===== src/rtl/cpu_press_pkg.sv =====
// Shared types and constants for the CPU press generator.
package cpu_press_pkg;

    typedef enum logic [1:0] {
        IDLE = 2'd0,
        HOLD = 2'd1,
        GAP  = 2'd2
    } state_e;

    localparam int unsigned LFSR_W        = 10;
    localparam int unsigned TAP_HI        = 9;
    localparam int unsigned TAP_LO        = 6;
    localparam int unsigned CNT_W         = 4;
    localparam int unsigned DIFF_W        = 9;
    localparam int unsigned PRESS_CNT_W   = 8;
    localparam int unsigned PRESS_CNT_MAX = 255;

endpackage


===== src/rtl/cpu_press_gen_if.sv =====
// Press interface between the game tick domain and the CPU press generator.
interface cpu_press_gen_if;

    logic                                    tick;
    logic                                    enable;
    logic [cpu_press_pkg::DIFF_W-1:0]        difficulty;
    logic                                    pressed;
    logic                                    busy;
    logic [cpu_press_pkg::PRESS_CNT_W-1:0]   press_count;

    modport master (
        input  tick, enable, difficulty,
        output pressed, busy, press_count
    );

    modport slave (
        output tick, enable, difficulty,
        input  pressed, busy, press_count
    );

endinterface


===== src/rtl/lfsr10.sv =====
// 10-bit XNOR Fibonacci LFSR (x^10 + x^7 + 1), advancing on tick, reloading seed on Reset.
module lfsr10
    import cpu_press_pkg::*;
(
    input  logic              clock,
    input  logic              Reset,
    input  logic              tick,
    input  logic [LFSR_W-1:0] seed,
    output logic [LFSR_W-1:0] value
);

    logic [LFSR_W-1:0] value_q;

    // XNOR feedback makes all-ones the lockup state, so an all-zero seed is legal.
    always_ff @(posedge clock) begin
        if (Reset) begin
            value_q <= seed;
        end else if (tick) begin
            value_q <= {value_q[LFSR_W-2:0], ~(value_q[TAP_HI] ^ value_q[TAP_LO])};
        end
    end

    assign value = value_q;

endmodule


===== src/rtl/cpu_press_gen.sv =====
// Computer-opponent press generator: random press/hold/gap timing on the raw pressed level.
module cpu_press_gen
    import cpu_press_pkg::*;
#(
    parameter int unsigned       HOLD_TICKS = 2,
    parameter int unsigned       GAP_TICKS  = 1,
    parameter logic [LFSR_W-1:0] SEED       = 10'h000
) (
    input  logic             clock,
    input  logic             Reset,
    cpu_press_gen_if.master  bus
);

    state_e                 state_q;
    logic [CNT_W-1:0]       hold_cnt_q;
    logic [CNT_W-1:0]       gap_cnt_q;
    logic                   pressed_q;
    logic                   busy_q;
    logic [PRESS_CNT_W-1:0] press_cnt_q;

    logic [LFSR_W-1:0]      lfsr_c;
    logic [DIFF_W:0]        sum_c;
    logic                   fire_c;
    logic                   unused_lfsr_msb_c;

    lfsr10 u_lfsr (
        .clock (clock),
        .Reset (Reset),
        .tick  (bus.tick),
        .seed  (SEED),
        .value (lfsr_c)
    );

    // Fire when lfsr[8:0] + difficulty carries out of 9 bits; uses the pre-advance LFSR value.
    assign sum_c             = {1'b0, lfsr_c[DIFF_W-1:0]} + {1'b0, bus.difficulty};
    assign fire_c            = sum_c[DIFF_W];
    assign unused_lfsr_msb_c = lfsr_c[LFSR_W-1];

    always_ff @(posedge clock) begin
        if (Reset) begin
            state_q     <= IDLE;
            hold_cnt_q  <= '0;
            gap_cnt_q   <= '0;
            pressed_q   <= 1'b0;
            busy_q      <= 1'b0;
            press_cnt_q <= '0;
        end else if (!bus.enable) begin
            state_q    <= IDLE;
            hold_cnt_q <= '0;
            gap_cnt_q  <= '0;
            pressed_q  <= 1'b0;
            busy_q     <= 1'b0;
        end else if (bus.tick) begin
            case (state_q)
                IDLE: begin
                    if (fire_c) begin
                        state_q    <= HOLD;
                        hold_cnt_q <= CNT_W'(HOLD_TICKS - 1);
                        pressed_q  <= 1'b1;
                        busy_q     <= 1'b1;
                        if (press_cnt_q != PRESS_CNT_W'(PRESS_CNT_MAX)) begin
                            press_cnt_q <= press_cnt_q + PRESS_CNT_W'(1);
                        end
                    end
                end
                HOLD: begin
                    if (hold_cnt_q == '0) begin
                        state_q   <= GAP;
                        gap_cnt_q <= CNT_W'(GAP_TICKS - 1);
                        pressed_q <= 1'b0;
                    end else begin
                        hold_cnt_q <= hold_cnt_q - CNT_W'(1);
                    end
                end
                GAP: begin
                    if (gap_cnt_q == '0) begin
                        state_q <= IDLE;
                        busy_q  <= 1'b0;
                    end else begin
                        gap_cnt_q <= gap_cnt_q - CNT_W'(1);
                    end
                end
                default: begin
                    state_q    <= IDLE;
                    hold_cnt_q <= '0;
                    gap_cnt_q  <= '0;
                    pressed_q  <= 1'b0;
                    busy_q     <= 1'b0;
                end
            endcase
        end
    end

    assign bus.pressed     = pressed_q;
    assign bus.busy        = busy_q;
    assign bus.press_count = press_cnt_q;

endmodule


===== src/flat_wrapper.sv =====
// flat-port wrapper written by rule: the top's interface ports become plain ports
module cpu_press_gen_flat import cpu_press_pkg::*;
#(
    parameter int unsigned       HOLD_TICKS = 2,
    parameter int unsigned       GAP_TICKS  = 1,
    parameter logic [LFSR_W-1:0] SEED       = 10'h000
)
  (clock, Reset, bus_tick, bus_enable, bus_difficulty, bus_pressed, bus_busy, bus_press_count);
  cpu_press_gen_if bus_i ();
  input  logic clock;
  input  logic Reset;
  input wire logic [$bits(bus_i.tick)-1:0] bus_tick;
  input wire logic [$bits(bus_i.enable)-1:0] bus_enable;
  input wire logic [$bits(bus_i.difficulty)-1:0] bus_difficulty;
  output wire logic [$bits(bus_i.pressed)-1:0] bus_pressed;
  output wire logic [$bits(bus_i.busy)-1:0] bus_busy;
  output wire logic [$bits(bus_i.press_count)-1:0] bus_press_count;
  assign bus_i.tick = bus_tick;
  assign bus_i.enable = bus_enable;
  assign bus_i.difficulty = bus_difficulty;
  assign bus_pressed = bus_i.pressed;
  assign bus_busy = bus_i.busy;
  assign bus_press_count = bus_i.press_count;
  cpu_press_gen #(.HOLD_TICKS(HOLD_TICKS), .GAP_TICKS(GAP_TICKS), .SEED(SEED)) u_core (.clock(clock), .Reset(Reset), .bus(bus_i));
endmodule

===== config.mk =====
export PLATFORM = sky130hd
export DESIGN_NAME = cpu_press_gen_flat
export DESIGN_NICKNAME = d
export VERILOG_FILES = /design/src/rtl/cpu_press_pkg.sv /design/src/rtl/cpu_press_gen_if.sv /design/src/rtl/lfsr10.sv /design/src/rtl/cpu_press_gen.sv /design/src/flat_wrapper.sv
export SDC_FILE = /design/constraint.sdc
export NUM_CORES = 1
export LEC_CHECK = 0
export BUFFER_PORTS_ARGS = -buffer_cell sky130_fd_sc_hd__buf_4
export CAP_MARGIN = 0
export CORE_UTILIZATION = 30
export CTS_CLUSTER_DIAMETER = 100
export DETAILED_ROUTE_END_ITERATION = 16
export PLACE_DENSITY = 0.53
export SYNTH_ARGS = -nofsm -noshare
export SYNTH_HDL_FRONTEND = slang
export SYNTH_SLANG_ARGS = --single-unit

===== constraint.sdc =====
create_clock -name clock -period 2.37 [get_ports clock]
set_input_delay 0.1185 -clock clock [delete_from_list [all_inputs] [get_ports clock]]
set_output_delay 0.1185 -clock clock [all_outputs]
set_load 0.03 [all_outputs]

==> run_results.csv <==
group,metric,value,unit
timing,period_share,86.2,%
die,row_count,26,
status,outcome,"finished clean",
synthesis,synthTopCellsByArea,"dfxtp_1, ha_1, mux2i_1, nor2_1, a21oi_1",
timing,period_minus_slack,2040,ps
place,dp_hpwl,2.35,mm
critical_path,path_max_fanout,14,
timing,max_freq,489,MHz
global_routing,antenna_found_initial,0,
die,die_w,75.9,µm
timing,slew_violations,0,
timing,timing.slew.headroom,66.4,%
die,ios,23,
hold_path,hp-class,"primary input to flip-flop",
finish,n_antenna_cell,0,
clock_network,root_buffer,"clkbuf_8",
die,die-area,5760,µm²
clock_network,clk_latency,280,ps
critical_path,required,2540,ps
timing,worst_slew_pin_slew,501,ps
clock_network,clock-sinks,30,
critical_path,crit_path_end_kind,"flip-flop",
timing,skew,4.10,ps
finish,final_common_cell,"dfxtp_1",
finish,postLayoutCoreUtil,37.4,%
job,cap_viol_max_count,0,
routing,dr.pass1.iters,4,
synthesis,yosysSeqAreaShare,36.6,%
finish,final_area,1930,µm²
routing,drc,0,
clock_network,clk_pin_slew,60,ps
power,cellLeakagePower,0.000772,µW
timing,setup_violations,0,
synthesis,syn_area_per_cell,9.01,µm²
routing,vias,1336,
finish,layout_common_cells,"dfxtp_1, nor2_1, buf_4",
finish,nets,228,
routing,ant_nets,0,
global_routing,track_usage,11.6,%
global_routing,grt_start_max_net_pins,24,
routing,wl_per_cell,11.8,µm
critical_path,startpoint_type,"flip-flop",
synthesis,synthesis.area,1640,µm²
synthesis,synthCells,182,
synthesis,async_flop_share,0,%
timing,rsz0062_at_grt,"no",
synthesis,yosys_warnings,0,
routing,drt_iter0_drc,72,
power,powerDensity,504,nW/µm²
synthesis,yosys.area.top_type,"dfxtp_1",
clock_network,clockBufferDepth,2,
place,place_area,1850,µm²
die,core-area,5170,µm²
critical_path,worstPathArrival,2210,ps
critical_path,worstSetupPathType,"flip-flop to flip-flop",
synthesis,synth_edf_count,0,
clock_network,post_cts_resized,0,
synthesis,syn_nets,206,
timing,finalSetupTns,0,ps
routing,vias_per_cell,4.89,
clock_network,postCtsSetupBuffers,0,
clock_network,cts_tree,"built",
synthesis,synth_ff_type,"dfxtp_1",
finish,area_growth,18.0,%
clock_network,htreeDepth,2,
routing,finalWirelength,3.23,mm
clock_network,cts.hold.buffers_added,0,
finish,drive_gt1_share,20.2,%
synthesis,yosysUniqueCellTypes,49,
clock_network,cts_made_buffers,5,
die,dieHeight,75.9,µm
global_routing,grt-ovfl-total,0,
global_routing,grt_pass1_wl,5.32,mm
global_routing,grt_pass1_vias,1160,
synthesis,synth_top_area_share,36.6,%
timing,hold_viol,0,
power,ir_worst_vdd,0.000262,V
place,place.gp.congestion,0.741,
synthesis,ys_ff_latch,30,
place,portBuffers,22,
die,start_util,31.7,%
power,finalPower,975,µW
Yosys cell counts, types with 2 or more instances:
| cell | n |
|---|---|
| o31ai_1 | 2 |
| mux2i_1 | 10 |
| o21bai_1 | 2 |
| or3_1 | 5 |
| nor4_1 | 2 |
| ha_1 | 11 |
| a21oi_1 | 13 |
| o2111ai_1 | 2 |
| o21ai_0 | 6 |
| buf_2 | 2 |
| nand3_1 | 5 |
| nor2b_1 | 5 |
| inv_1 | 6 |
| xnor2_1 | 4 |
| nor3_1 | 6 |
| nor2_1 | 22 |
| a31oi_1 | 2 |
| o21ai_1 | 2 |
| mux2_1 | 2 |
| clkbuf_1 | 2 |
| dfxtp_1 | 30 |
| nand2_1 | 9 |
| nand2b_1 | 6 |
worst paths after layout:
kind	from	endpoint	slack, ps	cells after the start
max	u_core.u_lfsr.value[6]	u_core.bus.press_count[7]	330	6
min	Reset	u_core.bus.press_count[0]	180	2
max reg2reg	u_core.u_lfsr.value[6]	u_core.bus.press_count[7]	330	6
min reg2reg	u_core.bus.busy	u_core.bus.busy	480	2
logic make-up (layout without fill, tap and decap cells):
logic type	count (synthesis)	after routing	share of synthesized area, %
buf+inv	14	35	4.05
mux	14	14	9.08
xor+xnor	4	4	2.14
fa+ha+maj	11	11	8.40
simple gates	71	71	23.1
compound gates	38	38	16.6
flops	30	30	36.6
final cells by class:
| class | count | area, µm² |
|---|---|---|
| Clock buffer | 6 | 82.6 |
| Fill cell | 532 | 3240 |
| Tap cell | 70 | 87.6 |
| Inverter | 7 | 26.3 |
| Timing Repair Buffer | 22 | 165 |
| Sequential cell | 30 | 601 |
| Multi-Input combinational cell | 138 | 972 |
flip-flops by register name, summed over array words and instances (netlist names):
signal and cells:
u_core.bus.busy 1, u_core.bus.press_count 8, u_core.bus.pressed 1, u_core.gap_cnt_q 4
u_core.hold_cnt_q 4, u_core.state_q 2, u_core.u_lfsr.value 10
worst max-delay path, cell delays in order (launching register included):
cell,delay (ps)
dfxtp_1,340
ha_1,300
and4_1,230
and2_4,160
a32oi_4,190
nor4_1,370
mux2_1,350
through the flow:
stage | hold slack [ps] | cells | setup WS [ps]
6_report | 178 | 273 | 327
5_1_grt | 181 | 273 | 159
4_1_cts | 177 | 273 | 320
3_5_place_dp | 469 | 267 | 326
3_3_place_gp | 464 | 267 | 383
2_1_floorplan | 335 | 182 | 525
where the power goes:
part	switching (µW)	total [µW]	internal, µW
logic	36.4	65.0	28.6
clock network	177	400	223
registers	2.48	510	507
metal layers:
metal	up-vias	share of wire [%]	global-route usage [%]
met5	-	0	0
met4	0	2.6	5.77
met3	8	5.0	4.34
met2	23	42	17.1
met1	607	50	14.8
li1	698	-	-
Power figures use the tool's default switching activity.
